**config.mk**
```make
export PLATFORM = sky130hd
export DESIGN_NAME = serial_word_adder_flat
export DESIGN_NICKNAME = d
export VERILOG_FILES = /design/src/rtl/serial_word_adder_pkg.sv /design/src/rtl/serial_word_adder_if.sv /design/src/rtl/serial_word_adder_ripple_carry.sv /design/src/rtl/serial_word_adder.sv /design/src/flat_wrapper.sv
export SDC_FILE = /design/constraint.sdc
export NUM_CORES = 1
export LEC_CHECK = 0
export BUFFER_PORTS_ARGS = -buffer_cell sky130_fd_sc_hd__buf_2
export CAP_MARGIN = 10
export CORE_MARGIN = 10
export CORE_UTILIZATION = 30
export CTS_CLUSTER_SIZE = 10
export DETAILED_ROUTE_END_ITERATION = 8
export GPL_TIMING_DRIVEN = 0
export PLACE_DENSITY = 0.51
export SLEW_MARGIN = 10
export SYNTH_ARGS = -nofsm -noshare
export SYNTH_HDL_FRONTEND = slang
export SYNTH_SLANG_ARGS = --single-unit
export TNS_END_PERCENT = 10
```
**constraint.sdc**
```tcl
create_clock -name clk -period 5.5 [get_ports clk]
set_input_delay 0.825 -clock clk [delete_from_list [all_inputs] [get_ports clk]]
set_output_delay 0.825 -clock clk [all_outputs]
set_load 0.03 [all_outputs]
```
**src/rtl/serial_word_adder_pkg.sv**
```systemverilog
// Shared definitions for the serial word adder: slice width, FSM state
// encoding and the index width helper.
package serial_add_pkg;

    localparam int BYTE_W = 8;

    typedef enum logic [1:0] {
        IDLE = 2'd0,
        RUN  = 2'd1,
        DONE = 2'd2
    } state_t;

    // Ceiling log2, floored at 1 so a byte index always has at least one bit.
    function automatic int clog2(input int value);
        int width;
        width = 1;
        while ((1 << width) < value) begin
            width = width + 1;
        end
        return width;
    endfunction

endpackage

```
**src/rtl/serial_word_adder_if.sv**
```systemverilog
// Handshake bundle for serial_word_adder: operand input port (valid/ready)
// and result output port (valid/ready). The ovf signal exists only when
// SIGNED_OVF_EN is defined.
//
// Handshake rule for both ports: a transfer happens on a rising clock edge
// where valid and ready are both high; the producer holds its data stable
// while valid is high and ready is low.
import serial_add_pkg::*;

interface serial_word_adder_if #(
    parameter int WORDS = 4
);
    localparam int W = WORDS * BYTE_W;

    logic         in_valid;
    logic         in_ready;
    logic [W-1:0] a;
    logic [W-1:0] b;
    logic         cin;
    logic         out_valid;
    logic         out_ready;
    logic [W-1:0] sum;
    logic         cout;
    logic         busy;
`ifdef SIGNED_OVF_EN
    logic         ovf;
`endif

    // Upstream producer / downstream consumer side.
    modport master (
        output in_valid, a, b, cin, out_ready,
        input  in_ready, out_valid, sum, cout, busy
`ifdef SIGNED_OVF_EN
        , input ovf
`endif
    );

    // The adder itself.
    modport slave (
        input  in_valid, a, b, cin, out_ready,
        output in_ready, out_valid, sum, cout, busy
`ifdef SIGNED_OVF_EN
        , output ovf
`endif
    );

endinterface

```
**src/rtl/serial_word_adder_ripple_carry.sv**
```systemverilog
// 8-bit ripple-carry adder slice: S = A + B + C, Cout is the carry out of
// bit 7. Purely combinational.
module ripple_carry (
    input  logic [7:0] A,
    input  logic [7:0] B,
    input  logic       C,
    output logic [7:0] S,
    output logic       Cout
);

    // Bit-by-bit full adders chained through a running carry.
    always_comb begin
        logic c;
        S = '0;
        c = C;
        for (int i = 0; i < 8; i++) begin
            S[i] = A[i] ^ B[i] ^ c;
            c    = (A[i] & B[i]) | (c & (A[i] ^ B[i]));
        end
        Cout = c;
    end

endmodule

```
**src/rtl/serial_word_adder.sv**
```systemverilog
// serial_word_adder: adds two WORDS-byte operands plus carry-in one byte per
// cycle through a single ripple_carry slice, then holds {cout, sum} on a
// valid/ready output port until it is taken.
// Optional feature: define SIGNED_OVF_EN to add the registered signed
// overflow flag ovf.
import serial_add_pkg::*;

module serial_word_adder #(
    parameter int WORDS = 4
) (
    input  logic                clk,
    input  logic                rst,
    serial_word_adder_if.slave  bus,
    output state_t              dbg_state
);

    localparam int W  = WORDS * BYTE_W;
    localparam int IW = clog2(WORDS);

    state_t          state;
    logic [IW-1:0]   idx;
    logic            carry;
    logic [W-1:0]    a_q;
    logic [W-1:0]    b_q;
    logic [W-1:0]    sum_q;
    logic            cout_q;
    logic            out_valid_q;
`ifdef SIGNED_OVF_EN
    logic            ovf_q;
`endif

    logic [BYTE_W-1:0] slice_a;
    logic [BYTE_W-1:0] slice_b;
    logic [BYTE_W-1:0] slice_s;
    logic              slice_co;
    logic              last_byte;

    assign slice_a   = a_q[int'(idx) * BYTE_W +: BYTE_W];
    assign slice_b   = b_q[int'(idx) * BYTE_W +: BYTE_W];
    assign last_byte = (idx == IW'(WORDS - 1));

    ripple_carry u_slice (
        .A    (slice_a),
        .B    (slice_b),
        .C    (carry),
        .S    (slice_s),
        .Cout (slice_co)
    );

    // Sequencer: capture operands in IDLE, one byte per cycle in RUN, hold
    // the result in DONE until the output handshake.
    always_ff @(posedge clk) begin
        if (rst) begin
            state       <= IDLE;
            idx         <= '0;
            carry       <= 1'b0;
            a_q         <= '0;
            b_q         <= '0;
            sum_q       <= '0;
            cout_q      <= 1'b0;
            out_valid_q <= 1'b0;
`ifdef SIGNED_OVF_EN
            ovf_q       <= 1'b0;
`endif
        end else begin
            case (state)
                IDLE: begin
                    if (bus.in_valid) begin
                        a_q   <= bus.a;
                        b_q   <= bus.b;
                        carry <= bus.cin;
                        idx   <= '0;
                        state <= RUN;
                    end
                end
                RUN: begin
                    sum_q[int'(idx) * BYTE_W +: BYTE_W] <= slice_s;
                    carry <= slice_co;
                    idx   <= idx + 1'b1;
                    if (last_byte) begin
                        idx         <= '0;
                        cout_q      <= slice_co;
                        out_valid_q <= 1'b1;
`ifdef SIGNED_OVF_EN
                        // Top byte's slice sum carries the result MSB.
                        ovf_q <= (a_q[W-1] == b_q[W-1]) &&
                                 (slice_s[BYTE_W-1] != a_q[W-1]);
`endif
                        state       <= DONE;
                    end
                end
                DONE: begin
                    if (bus.out_ready) begin
                        out_valid_q <= 1'b0;
                        state       <= IDLE;
                    end
                end
                default: begin
                    state <= IDLE;
                end
            endcase
        end
    end

    assign bus.in_ready  = (state == IDLE);
    assign bus.busy      = (state == RUN) || (state == DONE);
    assign bus.out_valid = out_valid_q;
    assign bus.sum       = sum_q;
    assign bus.cout      = cout_q;
`ifdef SIGNED_OVF_EN
    assign bus.ovf       = ovf_q;
`endif
    assign dbg_state     = state;

endmodule

```
**src/flat_wrapper.sv**
```systemverilog
// flat-port wrapper written by rule: the top's interface ports become plain ports
module serial_word_adder_flat 
#(
    parameter int WORDS = 4
)
  (clk, rst, dbg_state, bus_in_valid, bus_a, bus_b, bus_cin, bus_out_ready, bus_in_ready, bus_out_valid, bus_sum, bus_cout, bus_busy);
  serial_word_adder_if #(.WORDS(WORDS)) bus_i ();
  input  logic clk;
  input  logic rst;
  output state_t dbg_state;
  input wire logic [$bits(bus_i.in_valid)-1:0] bus_in_valid;
  input wire logic [$bits(bus_i.a)-1:0] bus_a;
  input wire logic [$bits(bus_i.b)-1:0] bus_b;
  input wire logic [$bits(bus_i.cin)-1:0] bus_cin;
  input wire logic [$bits(bus_i.out_ready)-1:0] bus_out_ready;
  output wire logic [$bits(bus_i.in_ready)-1:0] bus_in_ready;
  output wire logic [$bits(bus_i.out_valid)-1:0] bus_out_valid;
  output wire logic [$bits(bus_i.sum)-1:0] bus_sum;
  output wire logic [$bits(bus_i.cout)-1:0] bus_cout;
  output wire logic [$bits(bus_i.busy)-1:0] bus_busy;
  assign bus_i.in_valid = bus_in_valid;
  assign bus_i.a = bus_a;
  assign bus_i.b = bus_b;
  assign bus_i.cin = bus_cin;
  assign bus_i.out_ready = bus_out_ready;
  assign bus_in_ready = bus_i.in_ready;
  assign bus_out_valid = bus_i.out_valid;
  assign bus_sum = bus_i.sum;
  assign bus_cout = bus_i.cout;
  assign bus_busy = bus_i.busy;
  serial_word_adder #(.WORDS(WORDS)) u_core (.clk(clk), .rst(rst), .bus(bus_i), .dbg_state(dbg_state));
endmodule
```
# Yosys cells after proc, flatten, opt, wreduce, memory -nomap -nowiden
# Cells that the tools add are included.
classes:
  n_addsub: 2
  n_eq_ne: 6
  n_shift: 4
  mux: 13
  bitwise: 40
  n_reduce_logical: 9
ops:
  columns: ["op", "n"]
  rows:
  - ["$shiftx A32 B6 Y8", 2]
  - ["$neg A5 Y33", 1]
  - ["$shift A8 B33 Y32 const A", 1]
  - ["$shiftx A8 B33 Y32", 1]
  - ["$bwmux W32", 1]
  - ["$and A1 B1 Y1", 16]
  - ["$xor A1 B1 Y1", 16]
  - ["$mux W2", 5]
  - ["$or A1 B1 Y1", 8]
  - ["$pmux W2 S3", 1]
  - ["$reduce_and A2 Y1", 3]
  - ["$reduce_and A3 Y1", 2]
  - ["$eq A2 B2 Y1 const B", 2]
  - ["$ne A2 B2 Y1 const B", 2]
  - ["$pmux W1 S2", 2]
  - ["$pmux W2 S2", 1]
  - ["$reduce_bool A2 Y1", 2]
  - ["$mux W1", 3]
  - ["$add A2 B1 Y2 const B", 1]
  - ["$eq A2 B1 Y1 const B", 1]
  - ["$logic_not A2 Y1", 1]
  - ["$ne A2 B1 Y1 const B", 1]
  - ["$logic_or A1 B1 Y1", 1]
word_totals:
  register_bits: 103
  input_bits: 69
  output_inout_bits: 38
  word_cells: 82

# Logic depth before layout (Yosys ltp)
logic_depth:
  depth_word: 19
  ltp_mapped: 17
  mapped_depth_nobuf: 15

# Hierarchy
# From an unflattened synthesis, not the netlist that was laid out.
unflattened:
  cells_unflattened: 479
  area_unflattened_um2: 4454.3
by_module_without_submodules:
  columns: ["mod", "n_inst", "cells_per_inst", "area_per_inst_um2", "seq_area_each_um2"]
  rows:
  - ["serial_word_adder", 1, 461, 4256.6, 2062.0]
  - ["ripple_carry", 1, 18, 197.7, 0.0]

# Worst setup path after synthesis
# OpenSTA, ideal clock, no wires.
synth_timing:
  kind: "reg-to-reg"
  from: "reg u_core.idx[0]"
  to: "reg u_core.sum_q[15] (netlist: u_core.bus.sum[15])"
  setup_time_ns: 0.128
  t_arrival_ns: 3.824
  t_required_ns: 5.372
  path_slack_ns: 1.548
  path_stages_with_launch: 18
  n_path_buf: 2
  period_less_slack_ns: 3.952
  path_cell_list: "dfxtp_1 > buf_6 > buf_12 > mux4_2 > inv_1 > fa_1 > fa_1 > fa_1 > inv_1 > fa_1 > fa_1 > inv_1 > fa_1 > inv_1 > fa_1 > fa_1 > a32oi_1 > nor2_1"
synth_via:
  elab_chain_cells: 19
  word_cells_on_any_way: 43
  cone_classes: "add/sub (1); shift (4); mux (1); bitwise (37)"
synth_rtl:
  columns: ["item", "line_no", "text"]
  rows:
  - ["start, declared", "serial_word_adder.sv:21", "logic [IW-1:0] idx;"]
  - ["start signal, assigned", "serial_word_adder.sv:79", "idx <= idx + 1'b1;"]
  - ["$shiftx A32 B6 Y8 (on tied branches)", "serial_word_adder.sv:38, serial_word_adder.sv:39", null]
  - ["$xor A1 B1 Y1", "serial_word_adder_ripple_carry.sv:17, serial_word_adder_ripple_carry.sv:18", null]
  - ["$and A1 B1 Y1", "serial_word_adder_ripple_carry.sv:18", "c = (A[i] & B[i]) | (c & (A[i] ^ B[i]));"]
  - ["$or A1 B1 Y1", "serial_word_adder_ripple_carry.sv:18", null]
  - ["$and A1 B1 Y1", "serial_word_adder_ripple_carry.sv:18", null]
  - ["$or A1 B1 Y1", "serial_word_adder_ripple_carry.sv:18", null]
  - ["$and A1 B1 Y1", "serial_word_adder_ripple_carry.sv:18", null]
  - ["$or A1 B1 Y1", "serial_word_adder_ripple_carry.sv:18", null]
  - ["(+3 left out)", null, null]
  - ["$or A1 B1 Y1", "serial_word_adder_ripple_carry.sv:18", null]
  - ["$and A1 B1 Y1", "serial_word_adder_ripple_carry.sv:18", null]
  - ["$or A1 B1 Y1", "serial_word_adder_ripple_carry.sv:18", null]
  - ["$and A1 B1 Y1", "serial_word_adder_ripple_carry.sv:18", null]
  - ["$or A1 B1 Y1", "serial_word_adder_ripple_carry.sv:18", null]
  - ["$xor A1 B1 Y1", "serial_word_adder_ripple_carry.sv:17", "S[i] = A[i] ^ B[i] ^ c;"]
  - ["$shiftx A8 B33 Y32", "serial_word_adder.sv:77", "sum_q[int'(idx) * BYTE_W +: BYTE_W] <= slice_s;"]
  - ["$bwmux W32 (*)", "serial_word_adder.sv:77", null]
  - ["end signal, assigned by index", "serial_word_adder.sv:77", null]
  - ["end, declared", "serial_word_adder.sv:25", "logic [W-1:0] sum_q;"]
# Every way passes the cells marked *; elsewhere a longest branch is shown, timed or not.
# A chain may end at the register's enable or synchronous reset.

# Worst setup path after layout
layout_timing:
  from: "reg u_core.idx[0]"
  to: "reg u_core.sum_q[7] (netlist: u_core.bus.sum[7])"
# Same word-level chain as after synthesis.

==> results.toml <==
[finish]
nNetsFinal = 700
drive_above_1_share_pct = 25.9
syn_to_final_growth_pct = 24.0
n_antenna_cell = 0
final_area_um2 = 5570
utilization_pct = 38.1

[grt]
grt_max_degree = 17
grt_pass1_wl_mm = 22.1
grt_pass1_vias = 4181
track_usage_pct = 13.9
gr-total-overflow = 0
antenna_found_initial = 0

[clock_tree]
postCtsHoldBufs = 0
post_cts_buffers = 0
htree_levels = 3
numClockSinks = 103
clock_latency_ps = 360
cts.path.max_buffers = 2
numCtsBuffers = 9
root_buffer = "clkbuf_16"
cts_resized = 0
cts_tree = "done"
clkTransAtPathRegs_ps = 70

[floorplan]
core_area_um2 = 14600
die_area_um2 = 20300
num_io_pins = 107
rows = 44
die_width_um = 142
initial_core_util_pct = 30.8
die_h_um = 142

[placed_design]
dp_hpwl_mm = 10.9
dpl-instance-area_um2 = 5250
place_ws_ps = 1140
gp_congestion = 0.786
portBuffers = 106

[setup_path]
path_max_fanout = 10
worst-path-buf-inv = 6
critPathKind = "flop to flop"
crit_arrival_ps = 4620
cp_slowest_cell = "fa_1"
required_ps = 5730
crit_path_start_kind = "flop"
end_kind = "flop"
cp_common_cell = "fa_1"
cpPeakStageDelay_ps = 560
path_delay_family = "adder cells"
crit_chain = "buf_6 > buf_12 > mux4_2 > inv_1 > fa_1 > fa_1 > fa_1 > inv_1 > fa_1 > fa_1 > inv_1 > fa_1 > inv_1 > fa_1 > fa_1 > a32oi_1 > nor2_1"

[sta]
rsz0062_at_grt = "false"
slew_headroom_pct = 57.1
worst_pin_slew_ps = 643
max_freq_ghz = 0.228
finalClockSkew_ps = 12.7
slew_violations = 0
finalHoldViolCount = 0
finalSetupViolCount = 0
fin_ws_ps = 1110
post-route-period-util_pct = 79.9
tns_ps = 0
period_minus_slack_ps = 4390

[route]
dr.pass1.iters = 4
vias = 3906
drt_iter0_markers = 171
wl_per_cell_um = 17.3
drc = 0
vias_per_cell = 4.88
wirelength_mm = 13.9
ant_nets = 0

[synth]
syn_avg_cell_area_um2 = 9.03
syn-num-nets = 583
syn_area_um2 = 4490
synth_cell_types = 31
yosysSeqAreaShare_pct = 45.9
synthDominantCellAreaShare_pct = 45.9
synth_area_leaders = "dfxtp_1, nand2_1, a21oi_1, mux4_2, fa_1"
yosys_warnings = 0
ys_ff_latch = 103
synth_async_sr_flop_share_pct = 0
post-synth-top-count-cell = "nand2_1"
synth_common_cells = "nand2_1, dfxtp_1, a21oi_1, nor2_1, inv_1"
netlist_instances = 497
ys.flop_type = "dfxtp_1"
yosysTopAreaCell = "dfxtp_1"
synth_edf_count = 0

[power_and_ir_drop]
pwr_density_cell_nw_per_um2 = 354
p_leak_uw = 0.00230
ir_drop_mv = 0.176

[status]
status = "finished clean"

[min_path]
hold_path.class = "flop to flop"

[run]
max-cap-violations = 0
==> worst reg2reg max path, stage by stage (launching register included) <==
cell     delay, ps
dfxtp_1        410
buf_6          190
buf_12         160
mux4_2         520
inv_1          110
fa_1           190
fa_1           190
fa_1           160
inv_1           50
fa_1           390
fa_1           380
inv_1           80
fa_1           170
inv_1           50
fa_1           380
fa_1           560
a32oi_1        230
nor2_1          50
==> power by group <==
group | internal [uW] | leakage, uW | total [uW] | switching (uW)
clock | 410 | 0.000155 | 693 | 284
sequential | 804 | 0.000841 | 838 | 34.3
combinational | 170 | 0.00131 | 438 | 268
==> worst paths after layout <==
kind | start | endpoint | slack (ps) | cells past startpoint
worst max-delay path | u_core.idx[0] | u_core.bus.sum[7] | 1110 | 17
worst min-delay path | u_core.bus.sum[8] | u_core.bus.sum[8] | 450 | 2
worst max register to register | u_core.idx[0] | u_core.bus.sum[7] | 1110 | 17
worst min register to register | u_core.bus.sum[8] | u_core.bus.sum[8] | 450 | 2
==> sequential cells by signal, summed over array words and instances (netlist names) <==
signal                flops
u_core.a_q               32
u_core.b_q               32
u_core.bus.sum           32
u_core.dbg_state          2
u_core.idx                2
u_core.bus.cout           1
u_core.bus.out_valid      1
u_core.carry              1
==> logic make-up (layout without fill, tap and decap cells) <==
group                      Yosys count  after routing  synth area share, %
and+or+nand+nor                    200            200                 18.8
AOI/OAI and AO/OA                  105            105                 13.9
DFF                                103            103                 45.9
buffers and inverters               54            174                 6.72
muxes                               18             18                 8.48
adders and majority gates           17             17                 6.08
==> per-stage QoR <==
step / std cells / hold WS (ps) / total power [uW]
floorplan: 497 / 433 / 1140
global placement: 787 / 441 / 1290
detailed placement: 787 / 446 / 1290
CTS: 801 / 456 / 1990
global route: 801 / 474 / 2060
finish: 801 / 454 / 1970
==> per-layer routing <==
metal  GRT usage, %  part of all wire [%]
met1           17.0                    45
met2           23.3                    49
met3           3.70                   5.4
met4           4.15                   1.3
met5              0                     0
==> layout by cell type (no fill, tap or decap) <==
master	n
clkbuf_16	9
nor2_1	27
a2111oi_1	1
buf_12	1
buf_6	8
clkbuf_8	1
clkbuf_1	10
a31oi_1	2
nand3b_2	1
inv_1	19
nand2_1	142
a311oi_1	1
nor2b_1	2
nand3_1	2
o21ai_0	1
mux2i_1	2
nor3b_1	6
bufinv_16	2
and2_1	2
nand2b_1	6
or3_1	8
inv_6	2
o22ai_1	1
fa_1	8
buf_4	2
ha_1	9
buf_1	2
dfxtp_1	103
mux4_2	16
buf_2	118
and3b_1	3
a21oi_1	73
a22oi_1	8
nand4_1	1
a32oi_1	18
==> layout make-up <==
cell class	count	area [um2]
buffer	35	230
timing repair buffer	106	531
multi-input combinational	340	2120
inverter	19	71.3
fill	1499	9020
clock inverter	4	77.6
sequential	103	2060
tap	184	230
clock buffer	10	239
Power figures use the tool's default switching activity.
